[config.mk]
export PLATFORM = sky130hd
export DESIGN_NAME = prng_arbiter_flat
export DESIGN_NICKNAME = d
export VERILOG_FILES = /design/src/rtl/prng_arbiter_pkg.sv /design/src/rtl/prng_arbiter_if.sv /design/src/rtl/prng_arbiter_rr_arbiter.sv /design/src/rtl/prng_arbiter.sv /design/src/flat_wrapper.sv
export SDC_FILE = /design/constraint.sdc
export NUM_CORES = 1
export LEC_CHECK = 0
export BUFFER_PORTS_ARGS = -buffer_cell sky130_fd_sc_hd__buf_4
export CAP_MARGIN = 20
export CORE_MARGIN = 8
export CORE_UTILIZATION = 35
export CTS_CLUSTER_SIZE = 20
export DETAILED_ROUTE_END_ITERATION = 6
export PLACE_DENSITY = 0.69
export SETUP_SLACK_MARGIN = 0.3
export SKIP_LAST_GASP = 1
export SLEW_MARGIN = 30
export SYNTH_ARGS = -nofsm -noshare
export SYNTH_HDL_FRONTEND = slang
export SYNTH_SLANG_ARGS = --single-unit
[constraint.sdc]
create_clock -name i_clk -period 5.7 [get_ports i_clk]
set_clock_uncertainty 0.2 [all_clocks]
set_input_delay 0 -clock i_clk [delete_from_list [all_inputs] [get_ports i_clk]]
set_output_delay 0 -clock i_clk [all_outputs]
set_load 0.01 [all_outputs]
[src/rtl/prng_arbiter_pkg.sv]
// rtl/prng_arbiter_pkg.sv - shared state encoding and helpers for prng_arbiter
//   Exports: ST_* state codes, st_arb_state enum, rr_next() pointer advance.
package prng_arbiter_pkg;

  localparam logic [2:0] ST_IDLE = 3'd0;
  localparam logic [2:0] ST_LOAD = 3'd1;
  localparam logic [2:0] ST_RUN  = 3'd2;
  localparam logic [2:0] ST_DONE = 3'd3;
  localparam logic [2:0] ST_X    = 3'd7;

  typedef enum logic [2:0] {
    IDLE   = ST_IDLE,
    LOAD   = ST_LOAD,
    RUN    = ST_RUN,
    DONE   = ST_DONE,
    STATEX = ST_X
  } st_arb_state;

  // Next round-robin position after index id, wrapping at n requesters.
  function automatic int unsigned rr_next(input int unsigned id, input int unsigned n);
    return (id + 1 >= n) ? 0 : id + 1;
  endfunction

endpackage

[src/rtl/prng_arbiter_if.sv]
// rtl/prng_arbiter_if.sv - requester/generator bus of prng_arbiter
//   i_req/i_len/i_seed/i_rdy : per-requester request, burst length, seed, ready
//   o_gnt/o_vld/o_data/o_id/o_last/o_done/o_busy : grant and word stream to owner
//   o_gen_load/o_gen_seed/o_gen_step/i_gen_data : shared generator control/state
//   modport master : arbiter side; modport slave : requesters + generator side
interface prng_arbiter_if
  import prng_arbiter_pkg::*;
#(
  parameter int NUM_REQ    = 4,
  parameter int DATA_WIDTH = 49,
  parameter int LEN_W      = 8,
  parameter int ID_W       = $clog2(NUM_REQ)
);
  logic [NUM_REQ-1:0]            i_req;
  logic [NUM_REQ*LEN_W-1:0]      i_len;
  logic [NUM_REQ*DATA_WIDTH-1:0] i_seed;
  logic [NUM_REQ-1:0]            i_rdy;
  logic [NUM_REQ-1:0]            o_gnt;
  logic                          o_vld;
  logic [DATA_WIDTH-1:0]         o_data;
  logic [ID_W-1:0]               o_id;
  logic                          o_last;
  logic                          o_done;
  logic                          o_busy;
  logic                          o_gen_load;
  logic [DATA_WIDTH-1:0]         o_gen_seed;
  logic                          o_gen_step;
  logic [DATA_WIDTH-1:0]         i_gen_data;

  modport master (
    input  i_req, i_len, i_seed, i_rdy, i_gen_data,
    output o_gnt, o_vld, o_data, o_id, o_last, o_done, o_busy,
           o_gen_load, o_gen_seed, o_gen_step
  );

  modport slave (
    output i_req, i_len, i_seed, i_rdy, i_gen_data,
    input  o_gnt, o_vld, o_data, o_id, o_last, o_done, o_busy,
           o_gen_load, o_gen_seed, o_gen_step
  );
endinterface

[src/rtl/prng_arbiter_rr_arbiter.sv]
// rtl/prng_arbiter_rr_arbiter.sv - combinational round-robin picker
//   i_req : request vector      i_ptr : highest-priority index
//   o_gnt : one-hot winner      o_id  : encoded winner (0 when no request)
module rr_arbiter
  import prng_arbiter_pkg::*;
#(
  parameter int NUM_REQ = 4,
  parameter int ID_W    = $clog2(NUM_REQ)
) (
  input  logic [NUM_REQ-1:0] i_req,
  input  logic [ID_W-1:0]    i_ptr,
  output logic [NUM_REQ-1:0] o_gnt,
  output logic [ID_W-1:0]    o_id
);
  logic            found;
  logic [ID_W-1:0] idx;

  // Scan from the pointer upward with wrap; the first set bit wins.
  always_comb begin
    o_gnt = '0;
    o_id  = '0;
    found = 1'b0;
    idx   = '0;
    for (int k = 0; k < NUM_REQ; k++) begin
      idx = ID_W'((int'(i_ptr) + k) % NUM_REQ);
      if (!found && i_req[idx]) begin
        found      = 1'b1;
        o_gnt[idx] = 1'b1;
        o_id       = idx;
      end
    end
  end
endmodule

[src/rtl/prng_arbiter.sv]
// rtl/prng_arbiter.sv - round-robin sharing of one LFSR generator among requesters
//   i_clk : clock      i_rst : synchronous active-high reset
//   bus   : prng_arbiter_if.master (requests, word stream, generator control)
module prng_arbiter
  import prng_arbiter_pkg::*;
#(
  parameter int NUM_REQ    = 4,
  parameter int DATA_WIDTH = 49,
  parameter int LEN_W      = 8
) (
  input logic           i_clk,
  input logic           i_rst,
  prng_arbiter_if.master bus
);
  localparam int ID_W = $clog2(NUM_REQ);

  st_arb_state           state_q, state_d;
  logic [ID_W-1:0]       ptr_q, ptr_d;
  logic [ID_W-1:0]       id_q, id_d;
  logic [LEN_W-1:0]      cnt_q, cnt_d;
  logic [DATA_WIDTH-1:0] seed_q, seed_d;
  logic [NUM_REQ-1:0]    gnt_q, gnt_d;
  logic                  load_q, load_d;
  logic                  vld_q, vld_d;
  logic                  last_q, last_d;
  logic                  done_q, done_d;
  logic                  busy_q, busy_d;

  logic [NUM_REQ-1:0]    pick_gnt;
  logic [ID_W-1:0]       pick_id;
  logic                  xfer;

  rr_arbiter #(.NUM_REQ(NUM_REQ), .ID_W(ID_W)) u_rr (
    .i_req (bus.i_req),
    .i_ptr (ptr_q),
    .o_gnt (pick_gnt),
    .o_id  (pick_id)
  );

  // Reset wins over a pending transfer so an aborted burst never steps the generator.
  assign xfer = (state_q == RUN) & bus.i_rdy[id_q] & ~i_rst;

  // Control outputs are computed one cycle ahead so they come straight from flops.
  always_comb begin
    state_d = state_q;
    ptr_d   = ptr_q;
    id_d    = id_q;
    cnt_d   = cnt_q;
    seed_d  = seed_q;
    gnt_d   = '0;
    load_d  = 1'b0;
    vld_d   = 1'b0;
    last_d  = 1'b0;
    done_d  = 1'b0;
    busy_d  = 1'b1;
    case (state_q)
      IDLE: begin
        busy_d = 1'b0;
        if (|bus.i_req) begin
          state_d = LOAD;
          id_d    = pick_id;
          cnt_d   = bus.i_len[int'(pick_id)*LEN_W +: LEN_W];
          seed_d  = bus.i_seed[int'(pick_id)*DATA_WIDTH +: DATA_WIDTH];
          gnt_d   = pick_gnt;
          load_d  = 1'b1;
          busy_d  = 1'b1;
        end
      end
      LOAD: begin
        ptr_d = ID_W'(rr_next(32'(id_q), NUM_REQ));
        if (cnt_q != '0) begin
          state_d = RUN;
          vld_d   = 1'b1;
          last_d  = (cnt_q == LEN_W'(1));
        end else begin
          state_d = DONE;
          done_d  = 1'b1;
        end
      end
      RUN: begin
        if (xfer) begin
          cnt_d = cnt_q - LEN_W'(1);
          if (cnt_q == LEN_W'(1)) begin
            state_d = DONE;
            done_d  = 1'b1;
          end else begin
            vld_d  = 1'b1;
            last_d = (cnt_q == LEN_W'(2));
          end
        end else begin
          vld_d  = 1'b1;
          last_d = last_q;
        end
      end
      DONE: begin
        state_d = IDLE;
        busy_d  = 1'b0;
      end
      default: begin
        state_d = IDLE;
        busy_d  = 1'b0;
      end
    endcase
  end

  always_ff @(posedge i_clk) begin
    if (i_rst) begin
      state_q <= IDLE;
      ptr_q   <= '0;
      id_q    <= '0;
      cnt_q   <= '0;
      seed_q  <= '0;
      gnt_q   <= '0;
      load_q  <= 1'b0;
      vld_q   <= 1'b0;
      last_q  <= 1'b0;
      done_q  <= 1'b0;
      busy_q  <= 1'b0;
    end else begin
      state_q <= state_d;
      ptr_q   <= ptr_d;
      id_q    <= id_d;
      cnt_q   <= cnt_d;
      seed_q  <= seed_d;
      gnt_q   <= gnt_d;
      load_q  <= load_d;
      vld_q   <= vld_d;
      last_q  <= last_d;
      done_q  <= done_d;
      busy_q  <= busy_d;
    end
  end

  assign bus.o_gnt      = gnt_q;
  assign bus.o_vld      = vld_q;
  assign bus.o_data     = bus.i_gen_data;
  assign bus.o_id       = id_q;
  assign bus.o_last     = last_q;
  assign bus.o_done     = done_q;
  assign bus.o_busy     = busy_q;
  assign bus.o_gen_load = load_q;
  assign bus.o_gen_seed = seed_q;
  assign bus.o_gen_step = xfer;
endmodule

[src/flat_wrapper.sv]
// flat-port wrapper written by rule: the top's interface ports become plain ports
module prng_arbiter_flat import prng_arbiter_pkg::*;
#(
  parameter int NUM_REQ    = 4,
  parameter int DATA_WIDTH = 49,
  parameter int LEN_W      = 8
)
  (i_clk, i_rst, bus_i_req, bus_i_len, bus_i_seed, bus_i_rdy, bus_i_gen_data, bus_o_gnt, bus_o_vld, bus_o_data, bus_o_id, bus_o_last, bus_o_done, bus_o_busy, bus_o_gen_load, bus_o_gen_seed, bus_o_gen_step);
  prng_arbiter_if #(.NUM_REQ(NUM_REQ), .DATA_WIDTH(DATA_WIDTH), .LEN_W(LEN_W)) bus_i ();
  input logic i_clk;
  input logic i_rst;
  input wire logic [$bits(bus_i.i_req)-1:0] bus_i_req;
  input wire logic [$bits(bus_i.i_len)-1:0] bus_i_len;
  input wire logic [$bits(bus_i.i_seed)-1:0] bus_i_seed;
  input wire logic [$bits(bus_i.i_rdy)-1:0] bus_i_rdy;
  input wire logic [$bits(bus_i.i_gen_data)-1:0] bus_i_gen_data;
  output wire logic [$bits(bus_i.o_gnt)-1:0] bus_o_gnt;
  output wire logic [$bits(bus_i.o_vld)-1:0] bus_o_vld;
  output wire logic [$bits(bus_i.o_data)-1:0] bus_o_data;
  output wire logic [$bits(bus_i.o_id)-1:0] bus_o_id;
  output wire logic [$bits(bus_i.o_last)-1:0] bus_o_last;
  output wire logic [$bits(bus_i.o_done)-1:0] bus_o_done;
  output wire logic [$bits(bus_i.o_busy)-1:0] bus_o_busy;
  output wire logic [$bits(bus_i.o_gen_load)-1:0] bus_o_gen_load;
  output wire logic [$bits(bus_i.o_gen_seed)-1:0] bus_o_gen_seed;
  output wire logic [$bits(bus_i.o_gen_step)-1:0] bus_o_gen_step;
  assign bus_i.i_req = bus_i_req;
  assign bus_i.i_len = bus_i_len;
  assign bus_i.i_seed = bus_i_seed;
  assign bus_i.i_rdy = bus_i_rdy;
  assign bus_i.i_gen_data = bus_i_gen_data;
  assign bus_o_gnt = bus_i.o_gnt;
  assign bus_o_vld = bus_i.o_vld;
  assign bus_o_data = bus_i.o_data;
  assign bus_o_id = bus_i.o_id;
  assign bus_o_last = bus_i.o_last;
  assign bus_o_done = bus_i.o_done;
  assign bus_o_busy = bus_i.o_busy;
  assign bus_o_gen_load = bus_i.o_gen_load;
  assign bus_o_gen_seed = bus_i.o_gen_seed;
  assign bus_o_gen_step = bus_i.o_gen_step;
  prng_arbiter #(.NUM_REQ(NUM_REQ), .DATA_WIDTH(DATA_WIDTH), .LEN_W(LEN_W)) u_core (.i_clk(i_clk), .i_rst(i_rst), .bus(bus_i));
endmodule
==> metrics, run 1 <==
ys async rst share 0; VDD IR-drop max ~260 uV; critical path endpoint category register; Final Non-Filler Cells ~1800; final hold viol count 1; initial DRC count 1220; Tot GR Track Use 0.258; Num CTS Buffers 9; FF-to-FF path depth 12; cell row count 56; most frequent cells in the layout buf_4, dlygate4sd3_1, nand4_1, mux2i_1, nand3_1; Final Hold Slack -0.00449 ns; initial antenna violation count 0; design area between 10000 and 15000 um^2; adder-cell share of the synthesized area 0.0209; fmax roughly 190 MHz; worst-skew pair later-pin latency roughly 0.34 ns; nets@finish between 1500 and 2000; critical path class register to register; fillers 2012; RSZ-0062 raised after global routing no; Placed Cells 1531; multi-input combinational cell area around 6000 um^2; Initial Util 0.357; routed length per instance ~22 um; met3 GRT Util 0.0689; minimum clock period a little over 5 ns; Die ar. 29100 um^2; Leak around 5.5 nW; Yosys reg bits 72; final core utilization 0.571; GP Congestion between 0.8 and 0.9; Unique masters post-synth between 50 and 60; Overflow after GRT 0; Area Growth Syn to Fin 60.1%; first-pass GRT wire length approximately 61000 um; DR vias roughly 11000; Mapped Area roughly 8400 um^2; largest family of logic cells by synthesized area simple AND/OR/NAND/NOR gates; Synth Area in XOR/XNOR 0.00418; PnR worst setup slack 0.550 ns; startpoint types register; met1 GRT Util 0.297; maximum clock path buffer count 2; layout cells sized above 1 0.241; syn_nets ~1400; fin. max-slew vios 0; final wirelength just over 40000 um; Ports about 400; Slew @ Worst Pin ~0.84 ns; most used routing layer met2; Clock Sink Count 72; Std-Cell Core Area 23500 um^2; first drt pass iteration count 5; DP HPWL about 24000 um; hold path cells 4; Vias/cell between 6 and 7; dpl ws roughly 1.4 ns; Post-DP Area 10300 um^2; Synth Area in Simple Gates 0.303; H-tree depth 3; max_cap viols 0; min-delay worst type primary input to register; Reg clk slew, reported paths around 0.060 ns; Slew headroom 0.440; Worst EP required between 5 and 6 ns; Pwr per Cell Area around 420 nW/um^2; sequential cell area between 1000 and 1500 um^2; synth warn 0; largest net degree at the start of global routing between 100 and 150; Post-Syn Instances 1080; Root Driver clkbuf_16; # DRC 0; Most used DFF post-synth dfxtp_1; Synth Area in Compound Gates 0.230; post-synthesis mux area share 0.152; die width roughly 170 um; run status finished with violations; Die Ht ~170 um; syn_area_per_cell roughly 7.8 um^2; CP arrival just over 5 ns; Setup TNS 0 ns; sequential area share after synthesis 0.172; DRT antenna net count 0; Setup violations, final 0; Final period util 0.904; CTS tree done; most common cell after layout, fill and taps aside buf_4; met2 Use GR 0.437; maximum fanout along the worst path 30; vias in the first global route roughly 11000; I/O Buffers ~300; failing checks negative hold slack; Post-synth EDFFs 0
==> final timing paths <==
kind	from	to	slack [ns]
worst min register to register	u_core.bus.o_last	u_core.bus.o_last	0.25
worst max register to register	u_core.ptr_q[1]	u_core.bus.o_gen_seed[17]	0.55
worst max-delay path	u_core.ptr_q[1]	u_core.bus.o_gen_seed[17]	0.55
worst min-delay path	bus_i_seed[45]	u_core.bus.o_gen_seed[45]	-0.004
==> power by group <==
part	leakage [nW]	switching [mW]	internal (mW)	total, mW
sequential	0.595	0.142	0.678	0.821
clock	0.134	0.254	0.304	0.558
combinational	4.79	2.19	2.12	4.31
total	5.52	2.59	3.10	5.69
==> worst max-delay path, cell delays in order (launching register included) <==
cell and delay [ns]:
dfxtp_1 0.61, inv_1 0.17, ha_2 0.45, mux2_2 0.40, a22oi_2 0.30, clkbuf_16 0.34, mux2i_1 0.25, a2bb2oi_1 0.19
dlygate4sd3_1 0.57, nand4_1 0.10, dlygate4sd3_1 0.60, a32o_1 0.25, dlygate4sd3_1 0.55
==> synth_stat cells (19+ instances only) <==
master / count / share of area
a21oi_1: 20 / 0.012
buf_4: 52 / 0.047
nor2b_1: 52 / 0.039
nor2_1: 28 / 0.013
nand4_1: 203 / 0.15
a2bb2oi_1: 97 / 0.10
clkbuf_1: 94 / 0.042
dfxtp_1: 72 / 0.17
mux2i_1: 109 / 0.13
buf_2: 24 / 0.014
nand2_1: 26 / 0.012
a32o_1: 49 / 0.059
o21ai_0: 19 / 0.011
nand3_1: 103 / 0.062
==> state kept, by name, summed over array words and instances (netlist names), 2 cells and up <==
register               flops
u_core.state_q             2
u_core.bus.o_gen_seed     49
u_core.cnt_q               8
u_core.ptr_q               2
u_core.bus.o_id            2
u_core.bus.o_gnt           4
==> cells by family (layout without fill, tap and decap cells) <==
| family | after synthesis | after routing |
|---|---|---|
| AOI/OAI and AO/OA | 233 | 233 |
| xor gates and xnor gates | 4 | 4 |
| adders and majority gates | 14 | 14 |
| buffers and inverters | 192 | 624 |
| DFF | 72 | 72 |
| muxes | 120 | 120 |
| other | 0 | 1 |
| and+or+nand+nor | 445 | 445 |
==> repair_timing <==
item,CTS,global route
endpoints found under the setup margin,0,32
hold buffers,281,0
gates resized for setup,0,4
setup buffers,0,2
hold endpoints to repair,112,0
==> layout make-up <==
cell class,count,share of cell area
multi-input combinational,816,0.448
timing repair buffer,598,0.390
sequential,72,0.108
tap,319,0.0298
clock buffer,10,0.0178
inverter,10,0.00327
clock inverter,6,0.00261
antenna,1,0.000187
==> through the flow <==
step,hold WS [ns],power [mW]
floorplan,-0.108,3.21
global placement,-0.200,4.09
detailed placement,-0.200,4.14
CTS,0.0167,5.54
global route,0.0441,6.03
finish,-0.00449,5.69
==> layer usage <==
metal | wire (um) | vias to the layer above | share of wire
li1 | - | 5084 | -
met1 | 15000 | 5364 | 0.37
met2 | 19400 | 729 | 0.48
met3 | 3990 | 125 | 0.099
met4 | 1890 | 0 | 0.047
met5 | 0 | - | 0
Note: power is estimated with default switching activity, not from simulation.
==> run 2, diff against run 1 <==
CTS_BUF_LIST = sky130_fd_sc_hd__clkbuf_4 sky130_fd_sc_hd__clkbuf_8 sky130_fd_sc_hd__clkbuf_16   (was unset)
clock period = 6.25 ns   (was 5.7 ns; I/O delays follow)
==> run 2 against run 1 <==
Effect of this change:
- the run now ends clean
- register-to-register slack gained 0.02 ns
- cell count grew 0.66%
- die area is the same
- routed wire length grew 1.2%
- hold slack gained 0.023 ns
- largest cell class unchanged
==> metrics, run 2 (synthesis results as in run 1) <==
run status finished, final reports clean (was finished with violations); routed length per instance 22.1 um (was 22.0 um); first-pass GRT wire length 62200 um (was 60900 um); min-delay worst type primary input to register (unchanged); Clock Sink Count 72 (unchanged); VDD IR-drop max 290 uV (was 260 uV); CP arrival 5.71 ns (was 5.18 ns); reg2reg start u_core.ptr_q[0] (was u_core.ptr_q[1]); initial DRC count 1196 (was 1220); critical path endpoint category register (unchanged); Slew headroom 0.400 (was 0.440); maximum fanout along the worst path 61 (was 30); nets@finish 1818 (was 1808); RSZ-0062 raised after global routing no (unchanged); initial antenna violation count 2 (was 0); DRT antenna net count 0 (unchanged); die width 171 um (unchanged); critical path class register to register (unchanged); Overflow after GRT 0 (unchanged); Reg clk slew, reported paths 0.07 ns (was 0.06 ns); CP dominant cell by count dlygate4sd3_1 (unchanged); GP Congestion 0.895 (was 0.871); Final period util 0.908 (was 0.904); Die Ht 171 um (unchanged); final wirelength 40800 um (was 40300 um); Vias/cell 6.21 (was 6.17); Slowest cell on crit path dfxtp_4 (was dfxtp_1); Placed Cells 1530 (was 1531); fillers 1947 (was 2012); Root Driver clkbuf_16 (unchanged); Slew @ Worst Pin 0.891 ns (was 0.841 ns); largest net degree at the start of global routing 126 (was 119); maximum clock path buffer count 2 (unchanged); I/O Buffers 298 (unchanged); final hold viol count 0 (was 1); most frequent cells in the layout buf_4, dlygate4sd3_1, nand4_1, mux2i_1, nand3_1 (unchanged); CP Launch Point u_core.ptr_q[0] (was u_core.ptr_q[1]); vias in the first global route 11555 (was 11250); DP HPWL 24000 um (was 24100 um); slowest stage delay, CP 0.67 ns (was 0.61 ns); Tot GR Track Use 0.262 (was 0.258); worst path cell trace clkinv_1 -> ha_1 -> mux2_2 -> a22oi_2 -> buf_12 -> mux2i_1 -> a2bb2oi_1 -> dlygate4sd3_1 -> nand4_1 -> dlygate4sd3_1 -> a32o_1 -> dlygate4sd3_1 (was inv_1 -> ha_2 -> mux2_2 -> a22oi_2 -> clkbuf_16 -> mux2i_1 -> a2bb2oi_1 -> dlygate4sd3_1 -> nand4_1 -> dlygate4sd3_1 -> a32o_1 -> dlygate4sd3_1); Worst EP required 6.28 ns (was 5.73 ns); max reg flops 49 (unchanged); minimum clock period 5.68 ns (was 5.15 ns); Area Growth Syn to Fin 62.1% (was 60.1%); Num CTS Buffers 9 (unchanged); layout cells sized above 1 0.235 (was 0.241); final core utilization 0.578 (was 0.571); worst-skew pair later-pin latency 0.34 ns (about the same); Setup violations, final 0 (unchanged); Reg2Reg Setup Slack 0.57 ns (was 0.55 ns); Ports 397 (unchanged); Leak 5.57 nW (was 5.52 nW); FF-to-FF path depth 12 (unchanged); H-tree depth 3 (unchanged); Setup TNS 0 ns (unchanged); dpl ws 1.32 ns (was 1.44 ns); Die ar. 29100 um^2 (unchanged); startpoint types register (unchanged); fin. max-slew vios 0 (unchanged); first drt pass iteration count 6 (was 5); reg2reg end u_core.bus.o_gen_seed[24] (was u_core.bus.o_gen_seed[17]); Worst Setup EP u_core.bus.o_gen_seed[24] (was u_core.bus.o_gen_seed[17]); DR vias 11453 (was 11302); post-CTS resize count 0 (unchanged); PnR worst setup slack 0.573 ns (was 0.550 ns); fmax 176 MHz (was 194 MHz); # DRC 0 (unchanged); Total Power 5.35 mW (was 5.69 mW); cell row count 56 (unchanged); CTS tree done (unchanged); Final Non-Filler Cells 1844 (was 1832); Pwr per Cell Area 394 nW/um^2 (was 425 nW/um^2); most common cell after layout, fill and taps aside buf_4 (unchanged); Initial Util 0.357 (unchanged); max_cap viols 0 (unchanged); Std-Cell Core Area 23500 um^2 (unchanged)
==> run 2: cell count changes in the layout (fill, tap and decap cells not counted), sizes merged <==
cell,delta
inv,+1
buf,-2
clkinvlp,-3
diode,+2
clkinv,-1
bufinv,+2
dlygate4sd3,+13
==> run 2: worst min-delay path by stage <==
stage | endpoint | slack (ns) | depth (start not counted) | from
after global placement | bus_o_data[16] | -0.20 | 0 | bus_i_gen_data[16]
after detailed placement | bus_o_data[16] | -0.20 | 0 | bus_i_gen_data[16]
after CTS | u_core.cnt_q[4] | 0.0002 | 4 | bus_i_len[4]
final | u_core.cnt_q[4] | 0.02 | 4 | bus_i_len[4]
after global routing | u_core.cnt_q[4] | 0.02 | 4 | bus_i_len[4]
after floorplan | bus_o_data[0] | -0.11 | 1 | bus_i_gen_data[0]
==> run 2: final cells by class <==
| class | instances | area (um^2) | share of cell area |
|---|---|---|---|
| timing repair buffer | 608 | 5350 | 0.394 |
| sequential | 72 | 1450 | 0.106 |
| clock inverter | 5 | 86.3 | 0.00636 |
| antenna | 3 | 7.51 | 0.000553 |
| multi-input combinational | 816 | 6000 | 0.442 |
| clock buffer | 11 | 258 | 0.0190 |
| inverter | 10 | 40.0 | 0.00295 |
| tap | 319 | 399 | 0.0294 |
==> run 2: per-stage QoR <==
stage | cell area, um^2 | hold slack [ns]
floorplan | 8370 | -0.108
detailed placement | 10300 | -0.200
global placement | 10200 | -0.200
global route | 13600 | 0.0209
finish | 13600 | 0.0187
CTS | 13500 | 0.000242
==> run 2: per-layer routing <==
layer,up-vias,part of all wire,track usage
li1,5117,-,-
met1,5526,0.38,0.307
met2,686,0.48,0.440
met3,124,0.095,0.0673
met4,0,0.040,0.126
met5,-,0,0
==> run 2: timing repair <==
action	CTS	global route
hold buffers	294	0
endpoints found under the hold margin	112	0
endpoints found under the setup margin	0	27
buffers inserted	0	1
==> run 2: power by group <==
group	switching, mW	internal [mW]	total (mW)
clock network	0.235	0.382	0.618
logic	2.01	1.96	3.97
registers	0.148	0.619	0.767
==> run 2: critical path: cells and delay by family (launching register included) <==
family	cells	cell delay, ns
compound gates	3	0.66
fa+ha+maj	1	0.56
buf+inv	5	2.62
flops	1	0.67
mux	2	0.69
simple gates	1	0.11
==> run 3, diff against run 2 <==
GPL_TIMING_DRIVEN = 0   (was unset)
==> run 3 against run 2 <==
Effect of this change:
- sequential power decreased by 4.2%
- critical path type unchanged
- largest cell class is now buffers
- register-to-register slack improved by 0.09 ns
- via count increased by 7.3%
- die area unchanged
- hold slack got worse by 0.0044 ns
==> metrics, run 3 (synthesis results as in run 1) <==
hold worst-path end bus_o_data[6] (was u_core.cnt_q[4]); Root Driver clkbuf_16 (unchanged); nets@finish 1988 (was 1818); Slew headroom 0.366 (was 0.400); Final period util 0.894 (was 0.908); Placed Cells 1746 (was 1530); initial antenna violation count 0 (was 2); Worst EP required 6.28 ns (about the same); first-pass GRT wire length 68700 um (was 62200 um); GP Congestion 0.904 (was 0.895); CTS tree done (unchanged); max reg flops 49 (unchanged); Slew @ Worst Pin 0.942 ns (was 0.891 ns); Final Hold Slack 0.0142 ns (was 0.0187 ns); Reg2Reg Setup Slack 0.66 ns (was 0.57 ns); Final Non-Filler Cells 2011 (was 1844); Tot GR Track Use 0.296 (was 0.262); CP arrival 5.62 ns (was 5.71 ns); VDD IR-drop max 159 uV (was 290 uV); routed length per instance 22.7 um (was 22.1 um); Overflow after GRT 0 (unchanged); Pwr per Cell Area 384 nW/um^2 (was 394 nW/um^2); Num CTS Buffers 9 (unchanged); # DRC 0 (unchanged); reg2reg start u_core.ptr_q[0] (unchanged); cell family with most CP delay buffers and inverters (unchanged); Leak 6.04 nW (was 5.57 nW); run status finished, final reports clean (unchanged); die width 171 um (unchanged); reg2reg end u_core.bus.o_gen_seed[35] (was u_core.bus.o_gen_seed[24]); Ports 397 (unchanged); layout cells sized above 1 0.273 (was 0.235); cell row count 56 (unchanged); first drt pass iteration count 6 (unchanged); initial DRC count 1148 (was 1196); slowest stage delay, CP 0.59 ns (was 0.67 ns); critical path endpoint category register (unchanged); Die ar. 29100 um^2 (unchanged); vias in the first global route 12514 (was 11555); minimum clock period 5.59 ns (was 5.68 ns); most frequent cells in the layout buf_4, dlygate4sd3_1, nand4_1, mux2i_1, nand3_1 (unchanged); DRT antenna net count 0 (unchanged); CP Buf/Inv Count 9 (was 5); most common cell after layout, fill and taps aside buf_4 (unchanged); final core utilization 0.602 (was 0.578); FF-to-FF path depth 16 (was 12); Vias/cell 6.11 (was 6.21); max_cap viols 0 (unchanged); maximum clock path buffer count 2 (unchanged); hold path cells 2 (was 4); DP HPWL 33000 um (was 24000 um); critical hold path startpoint bus_i_gen_data[6] (was bus_i_len[4]); dpl ws 2.09 ns (was 1.32 ns); Setup violations, final 0 (unchanged); worst-skew pair later-pin latency 0.34 ns (about the same); maximum fanout along the worst path 10 (was 61); Slowest cell on crit path dlygate4sd3_1 (was dfxtp_4); fin. max-slew vios 0 (unchanged); largest net degree at the start of global routing 12 (was 126); I/O Buffers 347 (was 298); worst path cell trace buf_4 -> clkinvlp_4 -> ha_1 -> clkbuf_2 -> mux2_2 -> a22oi_1 -> buf_2 -> buf_4 -> buf_4 -> mux2i_1 -> a2bb2oi_1 -> dlygate4sd3_1 -> nand4_1 -> dlygate4sd3_1 -> a32o_1 -> dlygate4sd3_1 (was clkinv_1 -> ha_1 -> mux2_2 -> a22oi_2 -> buf_12 -> mux2i_1 -> a2bb2oi_1 -> dlygate4sd3_1 -> nand4_1 -> dlygate4sd3_1 -> a32o_1 -> dlygate4sd3_1); fillers 2147 (was 1947); Die Ht 171 um (unchanged); PnR worst setup slack 0.660 ns (was 0.573 ns); final wirelength 45600 um (was 40800 um); Area Growth Syn to Fin 68.9% (was 62.1%); Reg clk slew, reported paths 0.06 ns (was 0.07 ns); critical path class register to register (unchanged); startpoint types register (unchanged); fmax 179 MHz (was 176 MHz); min-delay worst type primary input to primary output (was primary input to register); Std-Cell Core Area 23500 um^2 (unchanged); postcts setup bufs 0 (unchanged); Setup TNS 0 ns (unchanged); Initial Util 0.357 (unchanged); Clock Sink Count 72 (unchanged); H-tree depth 3 (unchanged); final hold viol count 0 (unchanged); DR vias 12286 (was 11453); RSZ-0062 raised after global routing no (unchanged)
==> run 3: changes by cell type in the layout (fill, tap and decap cells not counted), moves of 3 or more <==
cell,previous run,this run
clkbuf_1,0,93
buf_12,3,0
buf_1,0,7
buf_6,2,5
buf_4,309,399
buf_2,0,24
dlygate4sd3_1,294,249
clkinv_2,0,3
==> run 3: worst max-delay path by stage <==
stage	end	depth (start not counted)	startpoint
CTS	u_core.bus.o_gen_seed[39]	16	u_core.ptr_q[0]
detailed placement	u_core.bus.o_gen_seed[42]	13	u_core.ptr_q[0]
global route	u_core.bus.o_gen_seed[36]	16	u_core.ptr_q[0]
floorplan	u_core.bus.o_gen_seed[42]	13	u_core.ptr_q[0]
finish	u_core.bus.o_gen_seed[35]	16	u_core.ptr_q[0]
global placement	u_core.bus.o_gen_seed[42]	13	u_core.ptr_q[0]
==> run 3: layer usage <==
metal,track usage,wire length (um),vias up
met1,0.350,17200,5863
li1,-,-,5450
met3,0.0726,4560,155
met4,0.132,1950,0
met5,0,0,-
met2,0.501,21900,818
==> run 3: timing repair <==
action | CTS | global route
setup endpoints to repair | 0 | 9
endpoints found under the hold margin | 110 | 0
resized for setup | 0 | 3
hold buffers | 249 | 0
==> run 3: where the power goes <==
part	total [mW]	switching [mW]	internal (mW)	leakage, nW
logic	4.20	2.21	1.99	5.32
clock network	0.496	0.223	0.274	0.130
registers	0.735	0.118	0.617	0.595
==> run 3: metrics by stage <==
| step | cell area (um^2) | total power, mW |
|---|---|---|
| after CTS | 14100 | 5.28 |
| after global routing | 14100 | 5.71 |
| after global placement | 11400 | 4.05 |
| after detailed placement | 11400 | 4.09 |
| final | 14100 | 5.43 |
| after floorplan | 8370 | 2.92 |
==> run 3: final cells by class <==
class                      count  area [um^2]  area share
timing repair buffer         596         5100       0.360
multi-input combinational    816         5950       0.421
antenna                        2         5.00    0.000354
inverter                      10         41.3     0.00292
clock inverter                 4         22.5     0.00159
sequential                    72         1440       0.102
buffer                       182          947      0.0670
tap                          319          399      0.0282
clock buffer                  10          239      0.0169
